File: config.mk
export PLATFORM = sky130hd
export DESIGN_NAME = actor_accumulate
export DESIGN_NICKNAME = d
export VERILOG_FILES = /design/src/rtl/actor_pkg.sv /design/src/rtl/actor_accumulate.sv
export SDC_FILE = /design/constraint.sdc
export NUM_CORES = 1
export LEC_CHECK = 0
export CAP_MARGIN = 15
export CORE_ASPECT_RATIO = 1.25
export CORE_MARGIN = 1
export CORE_UTILIZATION = 53
export CTS_BUF_LIST = sky130_fd_sc_hd__clkbuf_4
export CTS_CLUSTER_DIAMETER = 150
export DETAILED_ROUTE_END_ITERATION = 10
export GPL_TIMING_DRIVEN = 0
export PLACE_DENSITY = 0.86
export REMOVE_ABC_BUFFERS = 1
export SYNTH_ARGS = -nofsm -noshare
export SYNTH_HDL_FRONTEND = slang
export SYNTH_SLANG_ARGS = --single-unit
File: constraint.sdc
create_clock -name clk -period 4.2 [get_ports clk]
set_clock_uncertainty 0.2 [all_clocks]
set_input_delay 1.26 -clock clk [delete_from_list [all_inputs] [get_ports clk]]
set_output_delay 1.26 -clock clk [all_outputs]
set_load 0.01 [all_outputs]
File: src/rtl/actor_pkg.sv
// Shared types and helpers for the dataflow actor family.
package actor_pkg;

    // Actor control states shared by sibling actors
    typedef enum logic [1:0] {
        S_IDLE  = 2'd0,
        S_ACC   = 2'd1,
        S_WRITE = 2'd2
    } state_t;

    // Output width for a sum of n tokens of data_width bits each, with no overflow
    function automatic int unsigned out_width(input int unsigned data_width,
                                              input int unsigned n);
        return data_width + $clog2(n);
    endfunction

endpackage

File: src/rtl/actor_accumulate.sv
// Accumulating actor: pops N tokens from an upstream FIFO one at a time,
// sums them, and pushes the sum to a downstream FIFO.
module actor_accumulate
    import actor_pkg::*;
#(
    parameter  int unsigned DATA_WIDTH = 8,
    parameter  int unsigned N          = 4,
    localparam int unsigned OUT_WIDTH  = out_width(DATA_WIDTH, N)
) (
    input  logic                  clk,
    input  logic                  rst,
    input  logic [DATA_WIDTH-1:0] in_dout,
    input  logic                  in_empty,
    output logic                  in_read,
    output logic [OUT_WIDTH-1:0]  out_din,
    input  logic                  out_full,
    output logic                  out_write
);

    localparam int unsigned          CNT_WIDTH = $clog2(N);
    localparam logic [CNT_WIDTH-1:0] CNT_LAST  = CNT_WIDTH'(N - 1);

    state_t                 state_q, state_d;
    logic [OUT_WIDTH-1:0]   acc_q, acc_d;
    logic [CNT_WIDTH-1:0]   cnt_q, cnt_d;

    // FIFO handshakes: decoded from the registered state so the FIFOs see the
    // request in the same cycle; in_read is gated by rst so it stays low in reset
    always_comb begin
        in_read   = rst && (state_q == S_IDLE) && !in_empty;
        out_write = (state_q == S_WRITE) && !out_full;
    end

    assign out_din = acc_q;

    // Next-state, accumulator and token counter
    always_comb begin
        state_d = state_q;
        acc_d   = acc_q;
        cnt_d   = cnt_q;
        unique case (state_q)
            S_IDLE: begin
                if (in_read) begin
                    state_d = S_ACC;
                end
            end
            S_ACC: begin
                // in_dout holds the token popped on the previous edge
                acc_d   = acc_q + OUT_WIDTH'(in_dout);
                cnt_d   = cnt_q + CNT_WIDTH'(1);
                state_d = (cnt_q == CNT_LAST) ? S_WRITE : S_IDLE;
            end
            S_WRITE: begin
                if (out_write) begin
                    acc_d   = '0;
                    cnt_d   = '0;
                    state_d = S_IDLE;
                end
            end
            default: begin
                state_d = S_IDLE;
                acc_d   = '0;
                cnt_d   = '0;
            end
        endcase
    end

    // State registers with asynchronous active-low reset
    always_ff @(posedge clk or negedge rst) begin
        if (!rst) begin
            state_q <= S_IDLE;
            acc_q   <= '0;
            cnt_q   <= '0;
        end else begin
            state_q <= state_d;
            acc_q   <= acc_d;
            cnt_q   <= cnt_d;
        end
    end

endmodule

Yosys cells after proc, flatten, opt, wreduce, memory -nomap -nowiden. Index checks and enable logic that the tools add are counted.

$add $sub $neg: 2. Equal/unequal tests: 5. Multiplexer cells: 7. Bitwise logic cells: 1. Reduce and logical (&&, ||, !) cells: 8.

Operators with widths (count): $pmux 10 s3 (1); $pmux 2 s3 (2); $add 10x8->10 (1); $mux 10 (1); $mux 2 (3); $eq 2x2->1 const B (2); $ne 2x2->1 const B (2); $reduce_and 2->1 (2); $logic_and 1x1->1 (3); $add 2x1->2 const B (1); $eq 2x1->1 const B (1); $logic_not 1->1 (2); $logic_not 2->1 (1); $not 1->1 (1).

Register bits: 14. Bits of input ports: 12. Output and inout port bits: 12. Word-level logic and storage cells: 26.

Logic depth before layout (Yosys ltp). Gate-level depths: netlist of run 1.

Depth in word-level cells: 5. Gate-level depth with buffers: 8. Mapped depth without buffers: 8.

Worst setup path before layout of run 1. OpenSTA, ideal clock, no wires.

Path type: input port to output port. From: input port in_empty. To: output port in_read. Arrival time: 1.698 ns. Required time: 2.740 ns. Setup slack: 1.042 ns. Cell stages on the path: 1. Buffers on the path: 0. Path through: nor4b_1.

Longest elaborated chain between the ends: 2.

Ends and longest elaborated chain: start: declaration (RTL line actor_accumulate.sv:13) `input logic in_empty,`; $logic_not 1->1 (RTL line actor_accumulate.sv:30) `in_read = rst && (state_q == S_IDLE) && !in_empty;`; $logic_and 1x1->1 (RTL line actor_accumulate.sv:30); end: declaration (RTL line actor_accumulate.sv:14) `output logic in_read,`.

Every way passes these cells.

Worst setup path in the final report of run 1.
From: input port rst. To: output port in_read.

Longest elaborated chain between the ends: 2.

Ends and longest elaborated chain: start: declaration (RTL line actor_accumulate.sv:11) `input logic rst,`; $logic_and 1x1->1 (2 in a row) (RTL line actor_accumulate.sv:30).

Every way passes these cells.

==> run summary, run 1 <==
The total negative slack for setup checks is 0 ns. The number of search-and-repair iterations in the first detailed-routing pass came out at 4. The fraction of registers with async set or reset after synthesis came out at 100%.

The leading area contributor after synthesis is sky130_fd_sc_hd__dfrtp_1. The per-cell routed wire length is 14.0 um. After technology mapping, the gate count stands at 99. The netlist area before placement came out at 918 um^2.

The number of enable flip-flop cells after synthesis came out at 0. The die outline area came out at 1900 um^2. The total CTS buffers came out at 3. Across the run, the number of max-cap violations was 0. The leakage power figure is 0.000531 uW. The slack of the critical path came out at 0.159 ns. The critical path starts at rst. The cell depth of the worst flop-to-flop path came out at 8. Data on the critical path arrives at its endpoint at 2.58 ns. The count of inserted antenna diode cells is 0. The die outline height came out at 48.5 um.

The startpoint identified for the worst register-to-register timing path is out_din[0]. Yosys attributes the largest share of cell area to sky130_fd_sc_hd__dfrtp_1 38%, sky130_fd_sc_hd__ha_1 12%, sky130_fd_sc_hd__o21ai_0 4.9%, sky130_fd_sc_hd__nor2_1 4.5%, sky130_fd_sc_hd__nand2_1 3.3%. The final weighted congestion in routability-driven placement came out at 0.793. The largest fanout on the critical path is 16. CTS built an H-tree with a depth of 1.

The count of standard-cell rows came out at 16. Dividing the final minimum period by the clock period gives 96.2%. For this run, the total global-route usage over all layers was measured as 23.2%. The cts-stage hold buffer count came out at 0.

The worst setup path is of the input port to output port kind. The required time of the worst setup path is 2.74 ns. The horizontal die dimension is 39.2 um. The count of port buffers added during placement is 23. Prior to clock tree synthesis, the placed netlist has a worst setup slack of -0.421 ns.

The number of flip-flops and latches in the synthesized netlist is 14. Setup repair after global routing left no endpoint under its margin. The routed wire length is 2000 um.

In this run the tightest slew margin relative to its limit is 38.4%. The number of warnings printed during yosys synthesis came out at 0. The antenna violation net count after detailed routing is 0. The cell sitting at the root of the clock tree is a sky130_fd_sc_hd__clkbuf_4. Summing the sequential cell areas from Yosys gives 38.1% of the chip area. The final setup violation count is 0. 24 I/O pins were placed. The maximum clock path buffer count is 2.

For this run, the leading register cell type out of synthesis is sky130_fd_sc_hd__dfrtp_1. In the synthesized netlist, the cells that appear most often are 14 x sky130_fd_sc_hd__dfrtp_1, 11 x sky130_fd_sc_hd__nor2_1, 9 x sky130_fd_sc_hd__ha_1, 9 x sky130_fd_sc_hd__o21ai_0, 8 x sky130_fd_sc_hd__nand2_1. Averaged over all synthesized cells, the footprint is 9.28 um^2. The count of vias placed by the detailed router came out at 856.

For this run, design rule violations remaining after detail routing come to 0. The worst setup path is captured at an output port. The number of distinct library cells after synthesis is 31. In this run the critical register-to-register path is captured at out_din[8]. The starting density of the core came out at 57.3%. The final total power came out at 782 uW. In this run the biggest area consumer among cell types represents 38.1% of the synthesized area.

The number of hold-slack violations in the final timing report was 0. The via count of the first global-routing pass came out at 804. The total core area came out at 1600 um^2. The setup slack of the worst register-to-register path is 1.82 ns.

The post-layout minimum cycle time is 4.04 ns. The area growth from synthesis to layout is 30.1%. The detailed placement HPWL is 1530 um. The total number of nets in the final design came out at 148. The CTS tree is done. Yosys instantiated no cell more often than sky130_fd_sc_hd__dfrtp_1. Based on the critical path, the design can be clocked at up to 247 MHz. In the final layout, the share of cells above drive strength 1 is 4.00%. The filler cell count is 133.

The maximum number of pins on one net before global-route repair is 17. The wire length of the first global-routing pass is 3180 um. The kind of path behind the tightest hold check is flop to flop. The detail-routed via count per cell is 5.99. The flow ran to the end, and the final reports show no timing, DRC or antenna violations.

For the pin with the worst max-slew slack, the measured transition is 0.925 ns. The later-pin clock latency in the skew report came out at 0.29 ns. The final global-route overflow total came out at 0. Following the worst setup path forward leads to its endpoint at in_read. The number of antenna violations at the first check in global routing came to 0.

The power density relative to cell area came out at 655 nW/um^2. The CTS clock-pin slew for the worst setup and hold paths came out at 0.08 ns. Clock tree synthesis found a total of 14 sinks. Across the VDD grid, the largest voltage drop is 0.433 mV.

The worst setup path is launched from an input port. The initial DRC count is 17. The final number of max-transition violations is 0.
## worst min path at each step
stage | endpoint | cells past startpoint | start | slack, ns
after floorplan | cnt_q[0] | 1 | cnt_q[0] | 0.27
after global placement | out_din[4] | 1 | out_din[4] | 0.29
after detailed placement | cnt_q[1] | 1 | cnt_q[1] | 0.30
after CTS | out_din[4] | 1 | out_din[4] | 0.32
after global routing | cnt_q[0] | 1 | cnt_q[0] | 0.34
final | out_din[4] | 1 | out_din[4] | 0.31
## metal layers
| layer | track usage [%] | part of all wire, % | vias to the layer above | wire length (um) |
|---|---|---|---|---|
| li1 | - | - | 418 | - |
| met1 | 27.3 | 41 | 415 | 824 |
| met2 | 40.8 | 53 | 18 | 1070 |
| met3 | 4.13 | 3.6 | 5 | 72 |
| met4 | 6.90 | 1.6 | 0 | 31 |
| met5 | 0 | 0 | - | 0 |
## sequential cells by signal, summed over array words and instances (netlist names)
name,cells
state_q,2
out_din,10
cnt_q,2
## cells in the final DEF (no fill, tap or decap), drive strengths merged
master         synthesis  routed
clkdlybuf4s50          0      22
dfrtp                 14      14
nor2                  11      11
o21ai                 11      11
ha                     9       9
nand2                  8       8
inv                    6       6
a21oi                  5       5
a22o                   3       3
nand3                  3       3
clkbuf                 1       3
nor4b                  2       2
nor3                   2       2
nor2b                  2       2
a21o                   2       2
xor2                   2       2
o21a                   2       2
a32o                   2       2
a211oi                 2       2
o31ai                  2       2
or2b                   1       1
nand2b                 1       1
o311a                  1       1
or4b                   1       1
o311ai                 1       1
o41ai                  1       1
or3                    1       1
o2111ai                1       1
nand4b                 1       1
fa                     1       1
clkinv                 0       1
clkdlybuf4s15          0       1
## area by class of cell
class	count	area, um^2	share of cell area [%]
Sequential cell	14	350	29.3
Tap cell	18	22.5	1.88
Clock inverter	1	3.75	0.314
Timing Repair Buffer	23	231	19.4
Multi-Input combinational cell	78	542	45.3
Inverter	6	22.5	1.88
Clock buffer	3	22.5	1.88
## through the flow
step / utilization (%) / instance area [um^2] / hold WS, ns / cells
floorplan: - / 915 / 0.267 / 98
global placement: 72.9 / 1170 / 0.287 / 139
detailed placement: 72.9 / 1170 / 0.298 / 139
CTS: 74.6 / 1190 / 0.320 / 143
global route: 74.6 / 1190 / 0.342 / 143
finish: 74.6 / 1190 / 0.313 / 143
## repair_timing
action | CTS | global route
buffers inserted | 0 | 0
endpoints found under the setup margin | 1 | 0
resized for setup | 3 | 0
## cells by family (layout without fill, tap and decap cells)
group	Yosys count	count (layout)	share of synthesized area (%)
AOI/OAI and AO/OA	33	33	24.7
and+or+nand+nor	33	33	18.0
DFF	14	14	38.1
adders and majority gates	10	10	14.4
buffers and inverters	7	33	2.86
xor gates and xnor gates	2	2	1.91
## worst max-delay path, cell delays in order
cell	delay [ns]
sky130_fd_sc_hd__clkdlybuf4s15_2	0.42
sky130_fd_sc_hd__nor4b_1	0.30
sky130_fd_sc_hd__clkdlybuf4s50_1	0.60
## power by group
group | internal [uW] | switching (uW)
registers | 191 | 48.3
clock network | 34.5 | 45.6
logic | 237 | 226
total | 463 | 320
Note: power is estimated with default switching activity, not from simulation.
==> run 2, diff against run 1 <==
--- a/config.mk
+++ b/config.mk
@@ -13,7 +13,7 @@
 export CTS_CLUSTER_DIAMETER = 150
 export DETAILED_ROUTE_END_ITERATION = 10
 export GPL_TIMING_DRIVEN = 0
-export PLACE_DENSITY = 0.86
+export PLACE_DENSITY = 0.91
 export REMOVE_ABC_BUFFERS = 1
 export SYNTH_ARGS = -nofsm -noshare
 export SYNTH_HDL_FRONTEND = slang
==> run summary, run 2 (synthesis gave the netlist of run 1 again) <==
The number of antenna violations at the first check in global routing is 0. Signal routing reaches up to met4. The final setup violation count is 0. Wire segments on met3 add up to 89 um in the final route. Max-cap violations in this run came to 0. The via count of the first global-routing pass came to 804. The origin of the worst setup path is rst.

The TritonCTS sink count came out at 14. The kind of path behind the tightest hold check is flop to flop. Across every metal layer, demand over resource in global routing totals 25.2%. The die outline height came out at 48.5 um.

The later-pin clock latency in the skew report came out at 0.29 ns. TritonCTS built the clock tree. The CTS clock-pin slew for the worst setup and hold paths came out at 0.09 ns. The level count of the clock H-tree came out at 1. The launching point of the worst reg2reg path is out_din[0]. Leaving out fill and tap cells, the most frequent cells in the layout are 22 x sky130_fd_sc_hd__clkdlybuf4s50_1, 14 x sky130_fd_sc_hd__dfrtp_1, 11 x sky130_fd_sc_hd__nor2_1. The power density relative to cell area is 661 nW/um^2.

The total DRC errors in the routed layout is 0. The root buffer cell chosen for the clock tree is sky130_fd_sc_hd__clkbuf_4. After detailed routing, the wire length on met1 is 873 um. The relative max-transition margin came out at 34.7%. In the final routed layout, each cell accounts on average for 14.5 um. The library cell used most frequently in the layout, excluding fill and tap cells, is sky130_fd_sc_hd__clkdlybuf4s50_1. Once detail routing completed, the nets flagged for antenna violations numbered 0. The endpoint identified for the worst register-to-register timing path is out_din[8]. The flow ran to the end, and the final reports show no timing, DRC or antenna violations. The area growth from synthesis to layout is 30.1%. The clock passes through at most 2 buffers. The routed length on met2 is 1080 um. The post-layout minimum cycle time is 4.01 ns.

The count of port buffers added during placement came out at 23. After the first detailed-routing iteration, the DRC count stood at 23. The slew at the pin closest to its max-slew limit is 0.980 ns. The horizontal die dimension came out at 39.2 um. The achievable clock frequency is 249 MHz. The register with the most flip-flops in the layout has 10 of them. The maximum number of pins on one net before global-route repair came out at 17. The number of search-and-repair iterations in the first detailed-routing pass came out at 4. The floorplan has 16 rows. Counting cells, the worst reg-to-reg path comes to 8. The category of the worst setup path launch point is an input port. The required time of the worst setup path is 2.74 ns. The worst setup path is of the input port to output port kind. The post-route clock period utilization came out at 95.4%.

In the routed layout, each cell is associated on average with a via count of 6.10. The total core area is 1600 um^2. The number of hold-slack violations in the final timing report was 0. Fill cells in the final layout number 129. For this run, the share of the core covered by cells in the final layout is 74.6%. The wire length of the first global-routing pass came out at 3470 um.

The final weighted congestion in routability-driven placement came out at 0.812. After clock tree synthesis, the setup repair step added 0 buffers. Buffers inserted during clock tree synthesis total 3.

The starting density of the core came out at 57.3%. The final total power came out at 790 uW. The cts-stage hold buffer count came out at 0.

The count of vias placed by the detailed router came out at 872. Summed over all layers, the global routing overflow is 0. The critical path ends at in_read.

The die outline area is 1900 um^2. The number of primary I/O pins is 24. The peak ir drop on the vdd network came out at 0.355 mV. The setup slack of the worst register-to-register path came out at 1.85 ns. STA classifies the critical path endpoint as an output port. Setup repair after global routing left no endpoint under its margin.

The count of inserted antenna diode cells came out at 0. The leakage power figure came out at 0.000531 uW. The post-route netlist has 4.00% of its cells at a drive strength greater than 1. The detailed placement HPWL came out at 1560 um.

The routed wire length is 2070 um. The total number of nets in the final design came out at 148. The arrival time of data at the critical path endpoint came out at 2.55 ns. The final number of max-transition violations is 0. In this run the worst path has a maximum fanout of 16.
## run 2: cell counts in the layout (fill, tap and decap cells not counted)
No cell type changed its count.
## run 2: area by class of cell
| type | count | area, um^2 | area share (%) |
|---|---|---|---|
| multi-input cells | 78 | 542 | 45.3 |
| flip-flops and latches | 14 | 350 | 29.3 |
| repair buffers | 23 | 231 | 19.4 |
| clock buffers | 3 | 22.5 | 1.88 |
| inverters | 6 | 22.5 | 1.88 |
| well taps | 18 | 22.5 | 1.88 |
| clock inverters | 1 | 3.75 | 0.314 |
## run 2: timing repair
action	in CTS	in global routing
gates resized for setup	3	0
hold endpoints to repair	0	0
endpoints found under the setup margin	1	0
## run 2: how the worst min path moves through the flow
| stage | end | cells past startpoint | start |
|---|---|---|---|
| 2_1_floorplan | cnt_q[0] | 1 | cnt_q[0] |
| 3_3_place_gp | out_din[4] | 1 | out_din[4] |
| 3_5_place_dp | out_din[4] | 1 | out_din[4] |
| 4_1_cts | cnt_q[0] | 1 | cnt_q[0] |
| 5_1_grt | out_din[4] | 1 | out_din[4] |
| 6_report | out_din[7] | 2 | out_din[7] |
## run 2: routing by layer
metal,track usage [%],up-vias
li1,-,421
met1,32.2,416
met2,42.2,30
met3,2.75,5
met4,8.62,0
met5,0,-
## run 2: metrics by stage
| stage | setup slack, ns | TNS, ns | area, um^2 | cells | hold slack [ns] |
|---|---|---|---|---|---|
| floorplan | 1.04 | 0 | 915 | 98 | 0.267 |
| global placement | -0.331 | -0.331 | 1170 | 139 | 0.286 |
| detailed placement | -0.356 | -0.356 | 1170 | 139 | 0.298 |
| CTS | 0.153 | 0 | 1190 | 143 | 0.315 |
| global route | 0.0756 | 0 | 1190 | 143 | 0.340 |
| finish | 0.192 | 0 | 1190 | 143 | 0.313 |
## run 2: worst max-delay path: stages
cell	delay, ns
sky130_fd_sc_hd__clkdlybuf4s15_2	0.42
sky130_fd_sc_hd__nor4b_1	0.28
sky130_fd_sc_hd__clkdlybuf4s50_1	0.59
## run 2: power breakdown
part           internal [uW]  total, uW  switching [uW]  leakage [uW]
clock                   34.6       83.5            48.8     0.0000154
combinational            237        465             227      0.000345
sequential               191        242            50.7      0.000170
